### src/rtl/axi4_lite_master_pkg.sv
// Shared types for the AXI4-Lite master:
// FSM encodings and AXI response codes.
package axi4_lite_master_pkg;

  typedef enum logic [1:0] {
    W_IDLE      = 2'd0,
    W_ADDR_DATA = 2'd1,
    W_RESP      = 2'd2
  } w_state_t;

  typedef enum logic [1:0] {
    R_IDLE = 2'd0,
    R_ADDR = 2'd1,
    R_DATA = 2'd2
  } r_state_t;

  typedef logic [1:0] resp_t;

  localparam resp_t RESP_OKAY   = 2'd0;
  localparam resp_t RESP_SLVERR = 2'd2;
  localparam resp_t RESP_DECERR = 2'd3;

  localparam logic [2:0] PROT_DEFAULT = 3'b000;
  localparam logic [3:0] STRB_ALL     = 4'hF;

endpackage

### src/rtl/axi4_lite_master.sv
// AXI4-Lite master: turns AMCI strobes into
// full write/read transactions on two independent FSMs.
module axi4_lite_master
  import axi4_lite_master_pkg::*;
#(
  parameter int AW = 32
) (
  input  logic          clk,
  input  logic          resetn,

  input  logic [AW-1:0] AMCI_WADDR,
  input  logic [31:0]   AMCI_WDATA,
  input  logic          AMCI_WRITE,
  output logic [1:0]    AMCI_WRESP,
  output logic          AMCI_WIDLE,

  input  logic [AW-1:0] AMCI_RADDR,
  input  logic          AMCI_READ,
  output logic [31:0]   AMCI_RDATA,
  output logic [1:0]    AMCI_RRESP,
  output logic          AMCI_RIDLE,

  output logic [AW-1:0] M_AXI_AWADDR,
  output logic          M_AXI_AWVALID,
  output logic [2:0]    M_AXI_AWPROT,
  input  logic          M_AXI_AWREADY,

  output logic [31:0]   M_AXI_WDATA,
  output logic [3:0]    M_AXI_WSTRB,
  output logic          M_AXI_WVALID,
  input  logic          M_AXI_WREADY,

  input  logic [1:0]    M_AXI_BRESP,
  input  logic          M_AXI_BVALID,
  output logic          M_AXI_BREADY,

  output logic [AW-1:0] M_AXI_ARADDR,
  output logic          M_AXI_ARVALID,
  output logic [2:0]    M_AXI_ARPROT,
  input  logic          M_AXI_ARREADY,

  input  logic [31:0]   M_AXI_RDATA,
  input  logic [1:0]    M_AXI_RRESP,
  input  logic          M_AXI_RVALID,
  output logic          M_AXI_RREADY
);

  w_state_t w_state;
  r_state_t r_state;

  logic aw_hs;
  logic w_hs;
  logic aw_done;
  logic w_done;
  logic ar_hs;

  assign M_AXI_AWPROT = PROT_DEFAULT;
  assign M_AXI_ARPROT = PROT_DEFAULT;
  assign M_AXI_WSTRB  = STRB_ALL;

  // Handshake and "channel finished" terms for the write FSM
  assign aw_hs   = M_AXI_AWVALID & M_AXI_AWREADY;
  assign w_hs    = M_AXI_WVALID & M_AXI_WREADY;
  assign aw_done = ~M_AXI_AWVALID | aw_hs;
  assign w_done  = ~M_AXI_WVALID | w_hs;
  assign ar_hs   = M_AXI_ARVALID & M_AXI_ARREADY;

  // Idle flags drop in the same cycle as the strobe
  assign AMCI_WIDLE = ~AMCI_WRITE & (w_state == W_IDLE);
  assign AMCI_RIDLE = ~AMCI_READ & (r_state == R_IDLE);

  // Write FSM: AW and W may complete in any order
  always_ff @(posedge clk) begin
    if (!resetn) begin
      w_state       <= W_IDLE;
      M_AXI_AWADDR  <= '0;
      M_AXI_WDATA   <= '0;
      M_AXI_AWVALID <= 1'b0;
      M_AXI_WVALID  <= 1'b0;
      M_AXI_BREADY  <= 1'b0;
      AMCI_WRESP    <= RESP_OKAY;
    end else begin
      unique case (w_state)
        W_IDLE: begin
          if (AMCI_WRITE) begin
            M_AXI_AWADDR  <= AMCI_WADDR;
            M_AXI_WDATA   <= AMCI_WDATA;
            M_AXI_AWVALID <= 1'b1;
            M_AXI_WVALID  <= 1'b1;
            w_state       <= W_ADDR_DATA;
          end
        end
        W_ADDR_DATA: begin
          if (aw_hs)
            M_AXI_AWVALID <= 1'b0;
          if (w_hs)
            M_AXI_WVALID <= 1'b0;
          if (aw_done && w_done) begin
            M_AXI_BREADY <= 1'b1;
            w_state      <= W_RESP;
          end
        end
        W_RESP: begin
          if (M_AXI_BVALID) begin
            AMCI_WRESP   <= M_AXI_BRESP;
            M_AXI_BREADY <= 1'b0;
            w_state      <= W_IDLE;
          end
        end
        default: begin
          M_AXI_AWVALID <= 1'b0;
          M_AXI_WVALID  <= 1'b0;
          M_AXI_BREADY  <= 1'b0;
          w_state       <= W_IDLE;
        end
      endcase
    end
  end

  // Read FSM: address phase then data phase
  always_ff @(posedge clk) begin
    if (!resetn) begin
      r_state       <= R_IDLE;
      M_AXI_ARADDR  <= '0;
      M_AXI_ARVALID <= 1'b0;
      M_AXI_RREADY  <= 1'b0;
      AMCI_RDATA    <= '0;
      AMCI_RRESP    <= RESP_OKAY;
    end else begin
      unique case (r_state)
        R_IDLE: begin
          if (AMCI_READ) begin
            M_AXI_ARADDR  <= AMCI_RADDR;
            M_AXI_ARVALID <= 1'b1;
            r_state       <= R_ADDR;
          end
        end
        R_ADDR: begin
          if (ar_hs) begin
            M_AXI_ARVALID <= 1'b0;
            M_AXI_RREADY  <= 1'b1;
            r_state       <= R_DATA;
          end
        end
        R_DATA: begin
          if (M_AXI_RVALID) begin
            AMCI_RDATA   <= M_AXI_RDATA;
            AMCI_RRESP   <= M_AXI_RRESP;
            M_AXI_RREADY <= 1'b0;
            r_state      <= R_IDLE;
          end
        end
        default: begin
          M_AXI_ARVALID <= 1'b0;
          M_AXI_RREADY  <= 1'b0;
          r_state       <= R_IDLE;
        end
      endcase
    end
  end

endmodule

### config.mk
export PLATFORM = sky130hd
export DESIGN_NAME = axi4_lite_master
export DESIGN_NICKNAME = d
export VERILOG_FILES = /design/src/rtl/axi4_lite_master_pkg.sv /design/src/rtl/axi4_lite_master.sv
export SDC_FILE = /design/constraint.sdc
export NUM_CORES = 1
export LEC_CHECK = 0
export BUFFER_PORTS_ARGS = -buffer_cell sky130_fd_sc_hd__buf_4
export CORE_UTILIZATION = 42
export CTS_CLUSTER_SIZE = 28
export DETAILED_ROUTE_END_ITERATION = 12
export GPL_TIMING_DRIVEN = 0
export HOLD_SLACK_MARGIN = 0.08
export PLACE_DENSITY = 0.87
export SLEW_MARGIN = 30
export SYNTH_ARGS = -nofsm -noshare
export SYNTH_HDL_FRONTEND = slang
export SYNTH_SLANG_ARGS = --single-unit
export TNS_END_PERCENT = 100
### constraint.sdc
create_clock -name clk -period 1.78 [get_ports clk]
set_clock_uncertainty 0.2 [all_clocks]
set_input_delay 0.267 -clock clk [delete_from_list [all_inputs] [get_ports clk]]
set_output_delay 0.267 -clock clk [all_outputs]
set_load 0.02 [all_outputs]
# After elaboration in Yosys (flattened, before gate mapping)
# Index checks and enable logic that the tools add are counted.
[op_classes]
eq_ne = 12
mux = 22
bitwise_logic = 15
reduce_logical = 14
[ops]
columns = ["op", "count"]
rows = [
  ["3-bit AND reduction", 7],
  ["2-bit inequality test (second input constant)", 8],
  ["1-bit case mux with 3 select lines", 5],
  ["2-bit two-way mux", 6],
  ["2-bit case mux with 3 select lines", 2],
  ["1-bit two-way mux", 9],
  ["1-bit inverter", 8],
  ["2-bit AND reduction", 4],
  ["1-bit bitwise AND", 5],
  ["2-bit by 1-bit == test with 1-bit output (second input constant)", 2],
  ["2-bit == test (second input constant)", 2],
  ["2-bit logical NOT", 2],
  ["1-bit bitwise OR", 2],
  ["1-bit logical AND", 1],
]
[word_totals]
regBits = 141
in_bits = 141
out_inout_bits = 149
word_cells = 76

# Depth between registers and ports, before layout
# Gate-level depths: netlist (run 1).
[logic_depth]
depth_word = 5
depth_mapped = 6
mapped_depth_nobuf = 3

# Least setup slack after synthesis (run 1)
# Ideal clock, no wire load.
[synth_path]
kind = "reg2out"
startpoint = "register r_state[0]"
endpoint = "output AMCI_RIDLE"
arrival_ns = 0.935
t_required_ns = 1.313
path_slack_ns = 0.378
stages_incl_launch_ff = 3
n_path_buf = 1
cell_sequence = "dfxtp_1 > buf_2 > nor3_1"
[synth_between]
elab_chain_cells = 2
[synth_lines]
columns = ["item", "line_no", "rtl"]
rows = [
  ["start: declaration", "axi4_lite_master.sv:49", "r_state_t r_state;"],
  ["start signal: assignment", "axi4_lite_master.sv:123", "r_state <= R_IDLE;"],
  ["start signal: assignment", "axi4_lite_master.sv:135", "r_state <= R_ADDR;"],
  ["start signal: assignment", "axi4_lite_master.sv:142", "r_state <= R_DATA;"],
  ["2-bit logical NOT", "axi4_lite_master.sv:70", "assign AMCI_RIDLE = ~AMCI_READ & (r_state == R_IDLE);"],
  ["1-bit bitwise AND", "axi4_lite_master.sv:70", ""],
  ["end: declaration", "axi4_lite_master.sv:21", "output logic AMCI_RIDLE,"],
]
# No other way between the ends.

# Worst setup path after layout (run 1)
[layout_path]
startpoint = "input M_AXI_AWREADY"
endpoint = "register w_state[0]"
[layout_between]
elab_chain_cells = 5
[layout_lines]
columns = ["item", "line_no", "rtl"]
rows = [
  ["start: declaration", "axi4_lite_master.sv:26", "input logic M_AXI_AWREADY,"],
  ["1-bit bitwise AND", "axi4_lite_master.sv:62", "assign aw_hs = M_AXI_AWVALID & M_AXI_AWREADY;"],
  ["1-bit bitwise OR", "axi4_lite_master.sv:64", "assign aw_done = ~M_AXI_AWVALID | aw_hs;"],
  ["1-bit logical AND", "axi4_lite_master.sv:98", "if (aw_done && w_done) begin"],
  ["2-bit inequality test (no line)", "--", ""],
  ["3-bit AND reduction (no line)", "--", ""],
  ["end signal: assignment", "axi4_lite_master.sv:75", "w_state <= W_IDLE;"],
  ["end signal: assignment", "axi4_lite_master.sv:100", "w_state <= W_RESP;"],
  ["end signal: assignment", "axi4_lite_master.sv:107", "w_state <= W_IDLE;"],
  ["end: declaration", "axi4_lite_master.sv:48", "w_state_t w_state;"],
]
# No other way between the ends.
# A chain may end at the register's enable or synchronous reset.

==> results.cfg, run 1 <==
[sta]
period_share_pct = 99.2
hold_viol_final = 0
rsz0062_at_grt = true
worst_pin_slew_ns = 0.512
fmaxAchievable_ghz = 0.567
period_minus_slack_ns = 1.77
slew_headroom_pct = 65.8
setup_violations = 0
setup_tns_ns = 0
maxSlewViolCount = 0

[power]
peakVddDrop_mv = 0.642
power.density_nw_per_um2 = 942
finalPower_uw = 9190
p_leak_uw = 0.00433

[logic_synthesis]
ys_top_cells_by_area = dfxtp_1, nand3_1, o21ai_0, nand2_1, buf_4
yosysTopAreaCellShare_pct = 53.5
synth_seq_cells = 141
synth_area_um2 = 5270
synth_cells = 648
syn_area_per_cell_um2 = 8.14
synth_top_area_cell = dfxtp_1
ys_types = 27
ys_seq_area_share_pct = 53.5
ys_warn_count = 0

[place]
portBuffers = 278
place_congestion = 0.820
dpl.hpwl_um = 13100
place_inst = 1102
dpl-instance-area_um2 = 7600

[die]
fp.dieH_um = 114
dieArea_um2 = 13000
core-area_um2 = 12100
rows = 40
die_x_um = 114
start_util_pct = 43.5
ios = 290

[grt]
grtUsageTotal_pct = 36.1
grt_busiest_layer = met2
met3_usage_pct = 6.80
gr-usage-met1_pct = 38.6
use_met2_pct = 62.6
grt_pass1_vias = 7120
grt_pass1_wl_um = 36000
antenna_found_initial = 0
grt_max_degree = 17
overflow = 0

[setup_path]
crit_fanout = 3
criticalPathCategory = input port to flop
cp_common_cell = dlygate4sd3_1
required_ns = 1.92
setup.worst_path.end_class = flop
crit_chain = dlygate4sd3_1, buf_4, nor2b_4, nor2_1, dlygate4sd3_1, o21ai_2
cp.arrival_ns = 1.91
cp-start-kind = input port
path_delay_family = buffers and inverters
max_stage_delay_ns = 0.58
cpMaxStageDelayCell = dlygate4sd3_1
path_buf_inv = 3

[clock_tree]
cts_made_buffers = 17
path_clk_slew_ns = 0.06
clockBufferDepth = 2
cts_htree_levels = 4
clock_sinks = 141
cts_tree = done
insertion_delay_ns = 0.42
cts_root_buf = clkbuf_16

[routing]
viasPerCell = 5.43
drt-initial-drc-count = 722
drc = 0
num_vias = 6944
ant_nets = 0
firstDrtPassIters = 6
wl_per_cell_um = 18.9
routed_wirelength_um = 24100

[cells_and_area]
finalNetCount = 1239
n_antenna_cell = 0
design_area_um2 = 9750
fin_util_pct = 80.5
area_growth_pct = 85.0
drive_above_1_share_pct = 32.8
final_cells = 1278

[outcome]
status = completed

[flow_run]
drv_cap = 0

[min_path]
min_path_type = input port to flop
[worst paths after layout]
kind	slack, ns	start	to	cells after the start
setup / recovery	0.01	M_AXI_AWREADY	w_state[0]	6
hold / removal	0.16	AMCI_WRITE	M_AXI_WVALID	4
setup reg to reg	0.04	w_state[0]	M_AXI_AWADDR[22]	6
hold reg to reg	0.25	M_AXI_ARADDR[29]	M_AXI_ARADDR[29]	2
[routing by layer]
metal | routed length (um) | up-vias
met3 | 1870 | 155
met5 | 0 | -
met1 | 8470 | 3207
met2 | 12000 | 491
li1 | - | 3091
met4 | 1740 | 0
[area by class of cell]
type | count | area (um2)
repair buffers | 423 | 3540
flip-flops and latches | 141 | 2830
fillers | 675 | 2360
multi-input cells | 443 | 2130
clock buffers | 20 | 467
plain buffers | 69 | 374
well taps | 168 | 210
clock inverters | 11 | 189
inverters | 3 | 11.3
[timing repair]
action	CTS	global route
endpoints found under the hold margin	141	0
setup endpoints to repair	0	85
buffers inserted	0	2
resized for setup	0	21
hold buffers	142	0
[synth_stat cells (all sizes together)]
cell	number
dfxtp	141
o21ai	137
nand2	134
nand3	133
buf	40
clkbuf	29
nand3b	4
nor2	4
nor2b	4
nor3	4
inv	3
nand2b	3
a21boi	2
conb	2
nor3b	2
o211ai	2
a21oi	1
a31o	1
o2111a	1
o21a	1
[logic make-up after synthesis]
group / Yosys count / synth area share, %
other cells: 2 / 0.142
compound gates: 145 / 14.2
simple gates: 288 / 25.1
buf+inv: 72 / 7.07
flops: 141 / 53.5
[sequential cells by signal, summed over array words and instances (netlist names)]
signal         flops
M_AXI_AWVALID      1
AMCI_RRESP         2
M_AXI_ARVALID      1
w_state            2
M_AXI_WDATA       32
M_AXI_RREADY       1
r_state            2
AMCI_WRESP         2
M_AXI_AWADDR      32
M_AXI_ARADDR      32
M_AXI_WVALID       1
AMCI_RDATA        32
M_AXI_BREADY       1
[tightest hold or removal path, cell delays in order]
cell	delay [ns]
buf_4	0.12
nor2b_1	0.13
o21ai_0	0.12
a21boi_0	0.08
[through the flow]
step / hold slack [ns] / setup slack, ns
finish: 0.156 / 0.0150
global route: 0.178 / -0.00860
CTS: 0.126 / 0.0261
detailed placement: 0.244 / 0.0447
global placement: 0.237 / 0.132
floorplan: 0.197 / 0.378
[layout by cell type (no fill, tap or decap)]
master / n
clkbuf_2: 8
buf_4: 295
buf_2: 15
clkbuf_16: 17
dfxtp_1: 139
nor3b_4: 2
o2111a_1: 1
a31o_2: 1
a21oi_1: 1
nand3_1: 133
o21a_1: 1
clkbuf_8: 3
clkinvlp_4: 2
o21ai_2: 1
buf_1: 6
clkinv_4: 1
conb_1: 10
inv_1: 3
dfxtp_2: 2
clkbuf_4: 2
nor3_1: 4
clkinv_2: 3
o21ai_1: 6
nand2_1: 134
clkbuf_1: 20
nand3b_1: 3
bufinv_16: 5
o211ai_1: 2
dlygate4sd3_1: 142
nor2_1: 4
nor2b_1: 2
nand3b_4: 1
nand2b_1: 3
nor2b_4: 2
o21ai_0: 130
buf_6: 3
a21boi_0: 2
buf_12: 1
[power breakdown]
part / switching, uW / internal [uW]
registers: 127 / 3350
logic: 903 / 830
clock network: 1400 / 2590
total: 2430 / 6760
Power figures use the tool's default switching activity.
==> inputs of run 2 (changes only) <==
- CORE_ASPECT_RATIO: default -> 0.6
- clock period: 1.78 -> 2.1 ns (I/O delays scaled with it)
==> run 2 against run 1 <==
  * Routed wire length fell by 6.2%
  * Cell area fell by 1.9%
  * Clock power fell by 22%
  * Sequential power fell by 15%
  * Sequential cell count did not move
  * Utilization fell by 1.7 points
  * Largest cell class unchanged
  * Setup slack improved by 0.11 ns
  * First-iteration DRC count fell by 34%
  * Global-route usage fell by 2.3 points
  * Combinational power fell by 18%
==> results.cfg, run 2 (synthesis results as in run 1) <==
[setup_path]
cp_common_cell = buf_2
crit_fanout = 10
setup.worst_path.end_class = flop
crit_chain = dlygate4sd3_1, buf_2, buf_2, clkbuf_1, nand2_1, o21ai_0
criticalPathCategory = input port to flop
path_buf_inv = 4
required_ns = 2.21
cp.arrival_ns = 2.09
path_delay_family = buffers and inverters
cp-start-kind = input port
max_stage_delay_ns = 0.54
cpMaxStageDelayCell = dlygate4sd3_1

[sta]
worst_pin_slew_ns = 0.568
fmaxAchievable_ghz = 0.506
maxSlewViolCount = 0
rsz0062_at_grt = false
setup_tns_ns = 0
setup_violations = 0
hold_viol_final = 0
period_share_pct = 94.1
period_minus_slack_ns = 1.98
slew_headroom_pct = 62.1
hold_slack_ns = 0.0875

[power]
peakVddDrop_mv = 0.563
p_leak_uw = 0.00424
power.density_nw_per_um2 = 779

[clock_tree]
cts_htree_levels = 4
cts_made_buffers = 17
clockBufferDepth = 2
path_clk_slew_ns = 0.06
cts_root_buf = clkbuf_16
cts_tree = done
insertion_delay_ns = 0.40
clock_sinks = 141

[routing]
drt-initial-drc-count = 475
drc = 0
firstDrtPassIters = 5
wl_per_cell_um = 17.8
num_vias = 6720
ant_nets = 0
routed_wirelength_um = 22600
viasPerCell = 5.30

[die]
core-area_um2 = 12100
ios = 290
start_util_pct = 43.4
fp.dieH_um = 88.8
dieArea_um2 = 13000
die_x_um = 147
rows = 31

[cells_and_area]
layout_commonest_cell = buf_4
n_antenna_cell = 0
finalNetCount = 1230
area_growth_pct = 81.5
drive_above_1_share_pct = 32.0
design_area_um2 = 9570
final_cell_mix = buf_4, dfxtp_1, dlygate4sd3_1
fillers = 784

[grt]
grt_max_degree = 17
grt_pass1_wl_um = 33900
overflow = 0
grt_pass1_vias = 6605
grtUsageTotal_pct = 33.9
antenna_found_initial = 0

[place]
dpl-instance-area_um2 = 7600
dpl.hpwl_um = 13300
portBuffers = 278
place_congestion = 0.854

[outcome]
status = completed

[min_path]
min_path_type = input port to flop

[flow_run]
drv_cap = 0
==> run 2: cell types whose count changed in the layout (fill, tap and decap cells not counted), sizes merged <==
cell	before	now
dlygate4sd3	142	136
clkbuf	50	48
bufinv	5	3
inv	3	9
buf	320	318
clkinv	4	2
==> run 2: worst min-delay path: cells and delay by family <==
family	cells	cell delay, ns
buffers and inverters	2	0.11
AO/OA/AOI/OAI	2	0.20
==> run 2: path summary, 6_finish.rpt <==
check | from | endpoint | slack, ns | cells after the start
max | resetn | M_AXI_WDATA[21] | 0.12 | 6
min | M_AXI_ARREADY | M_AXI_ARVALID | 0.09 | 4
max reg2reg | r_state[0] | M_AXI_ARADDR[10] | 0.28 | 5
min reg2reg | M_AXI_ARADDR[29] | M_AXI_ARADDR[29] | 0.25 | 2
==> run 2: cell type report <==
| cell class | instances | area, um2 | share of cell area, % |
|---|---|---|---|
| clock inverters | 13 | 178 | 1.86 |
| multi-input cells | 443 | 2110 | 22.0 |
| clock buffers | 19 | 433 | 4.52 |
| well taps | 165 | 206 | 2.16 |
| inverters | 3 | 11.3 | 0.118 |
| plain buffers | 69 | 363 | 3.79 |
| repair buffers | 414 | 3450 | 36.0 |
| flip-flops and latches | 141 | 2820 | 29.5 |
==> run 2: metrics by stage <==
step           setup WS (ns)  util (%)  total power [uW]  instances
3_5_place_dp           0.369      62.6              4140       1099
3_3_place_gp           0.415      62.6              4110       1099
2_1_floorplan          0.650         -              3540        656
4_1_cts                0.218      78.8              7420       1267
5_1_grt               0.0492      78.8              7710       1267
6_report               0.124      78.8              7460       1267
==> run 2: metal layers <==
metal  wire, um  vias up  global-route usage (%)
li1           -     3073                       -
met1       8620     3155                    38.4
met2      11000      412                    59.0
met3       2180       80                    10.2
met4        793        0                    17.7
met5          0        -                       0
==> run 2: timing repair <==
item                       in CTS  in global routing
resized for setup               0                  2
hold endpoints to repair      135                  0
setup endpoints to repair       0                  1
hold buffers                  136                  0
buffers inserted                0                  0
==> run 2: power breakdown <==
| group | total [uW] | internal [uW] | switching (uW) |
|---|---|---|---|
| clock network | 3100 | 1900 | 1200 |
| registers | 2940 | 2840 | 102 |
| logic | 1420 | 675 | 743 |
| total | 7460 | 5410 | 2050 |
==> inputs of run 3 (changes only) <==
--- a/config.mk
+++ b/config.mk
@@ -15,2 +15,3 @@
 export PLACE_DENSITY = 0.87
+export SKIP_LAST_GASP = 1
 export SLEW_MARGIN = 30
--- a/constraint.sdc
+++ b/constraint.sdc
@@ -4,2 +4,2 @@
 set_output_delay 0.315 -clock clk [all_outputs]
-set_load 0.02 [all_outputs]
+set_load 0.1 [all_outputs]
==> run 3 against run 2 <==
  * Non-clock buffer count rose by 4
  * Utilization is 0.052 points higher
  * Sequential cell count unchanged
  * Critical path depth is the same
  * Hold slack better by 0.011 ns
  * Sequential power about the same
  * Register-to-register slack got worse by 0.05 ns
  * Cell area about the same
  * Sequential share of layout area hardly changed
  * Final cell count up 0.32%
  * Clock power is 7.1% lower
  * Power increased by 11%
  * Largest cell class unchanged
==> results.cfg, run 3 (synthesis results as in run 1) <==
[clock_tree]
cts_root_buf = clkbuf_16
clockBufferDepth = 2
path_clk_slew_ns = 0.07
clock_sinks = 141
cts_tree = done
cts_made_buffers = 17
insertion_delay_ns = 0.41
post-cts-setup-buffers = 0
cts_htree_levels = 4

[routing]
firstDrtPassIters = 5
wl_met3_um = 2060
wl_met2_um = 11000
drc = 0
viasPerCell = 5.27
top_layer = met4
wl_per_cell_um = 17.8
drt-initial-drc-count = 449
ant_nets = 0
routed_wirelength_um = 22600
num_vias = 6696
drt-met1-wl_um = 8680

[setup_path]
criticalPathCategory = input port to flop
cp-start-kind = input port
cp.arrival_ns = 2.11
setup.worst_path.end_class = flop
reg2regPathDepth = 5
required_ns = 2.19
rr_startpoint = r_state[0]
rrSetupSlack_ns = 0.23
crit_fanout = 10
rr_endpoint = M_AXI_ARADDR[3]

[grt]
antenna_found_initial = 0
overflow = 0
grt_pass1_vias = 6578
grt_pass1_wl_um = 34100
grtUsageTotal_pct = 33.9
grt_max_degree = 17

[sta]
rsz0062_at_grt = false
fmaxAchievable_ghz = 0.495
hold_slack_ns = 0.0986
worst_pin_slew_ns = 0.625
setup_violations = 0
period_minus_slack_ns = 2.02
maxSlewViolCount = 0
slew_headroom_pct = 58.3
period_share_pct = 96.1
setup_tns_ns = 0
hold_viol_final = 0

[cells_and_area]
area_growth_pct = 81.6
design_area_um2 = 9580
finalNetCount = 1234
final_cell_mix = buf_4, dfxtp_1, dlygate4sd3_1
seq_area_um2 = 2820
n_antenna_cell = 0
multi_input_area_um2 = 2120
fillers = 746
layout_commonest_cell = buf_4
fin_util_pct = 78.9
drive_above_1_share_pct = 32.1

[power]
power.density_nw_per_um2 = 862
peakVddDrop_mv = 0.505
p_leak_uw = 0.00424

[place]
dpl-instance-area_um2 = 7610
place_congestion = 0.857
portBuffers = 278
dpl.hpwl_um = 13100

[min_path]
min_path_type = input port to flop
hp-start = M_AXI_WREADY
hold_depth = 4
hold_end = M_AXI_WVALID

[outcome]
status = completed

[die]
core-area_um2 = 12100
die_x_um = 147
start_util_pct = 43.4
dieArea_um2 = 13000
ios = 290
fp.dieH_um = 88.8
rows = 31

[flow_run]
drv_cap = 0
## run 3: cell count changes in the layout (fill, tap and decap cells not counted), sizes merged
cell | previous run | this run
dlygate4sd3 | 136 | 140
clkbuf | 48 | 49
buf | 318 | 316
clkinv | 2 | 5
bufinv | 3 | 1
## run 3: power by group
part           leakage (uW)  internal (uW)  switching [uW]  total (uW)
logic               0.00282            688            1750        2440
clock network      0.000272           1650            1220        2880
registers           0.00115           2840             106        2940
## run 3: area by class of cell
| cell class | instances | share of cell area, % |
|---|---|---|
| Tap cell | 165 | 2.16 |
| Clock inverter | 14 | 1.40 |
| Buffer | 69 | 3.83 |
| Multi-Input combinational cell | 443 | 22.1 |
| Timing Repair Buffer | 418 | 36.4 |
| Clock buffer | 18 | 4.48 |
| Inverter | 3 | 0.118 |
| Sequential cell | 141 | 29.5 |
## run 3: what timing repair did
action / in CTS / in global routing
hold buffers: 140 / 0
endpoints found under the hold margin: 138 / 0
setup endpoints to repair: 0 / 1
resized for setup: 0 / 2
## run 3: worst max-delay path by stage
| stage | from | end | slack (ns) | cells after the start |
|---|---|---|---|---|
| floorplan | r_state[0] | AMCI_RIDLE | -0.06 | 2 |
| global placement | r_state[0] | M_AXI_ARADDR[21] | 0.35 | 4 |
| detailed placement | r_state[0] | M_AXI_ARADDR[27] | 0.30 | 4 |
| CTS | resetn | r_state[0] | 0.02 | 6 |
| global route | resetn | r_state[0] | 0.01 | 6 |
| finish | resetn | r_state[0] | 0.08 | 6 |
## run 3: routing by layer
layer / up-vias / track usage, %
li1: 3068 / -
met1: 3152 / 38.7
met2: 392 / 59.4
met3: 84 / 9.18
met4: 0 / 17.7
met5: - / 0
## run 3: worst max-delay path, stage by stage
cell,delay (ns)
dlygate4sd3_1,0.54
buf_2,0.14
clkbuf_4,0.20
clkbuf_4,0.22
o2111a_1,0.15
dlygate4sd3_1,0.55
## run 3: metrics by stage
stage	std cells	total power (uW)	setup WS, ns
CTS	1271	8190	0.0157
global placement	1099	5110	0.350
global route	1271	8480	0.0121
finish	1271	8250	0.0810
floorplan	656	4540	-0.0631
detailed placement	1099	5140	0.300
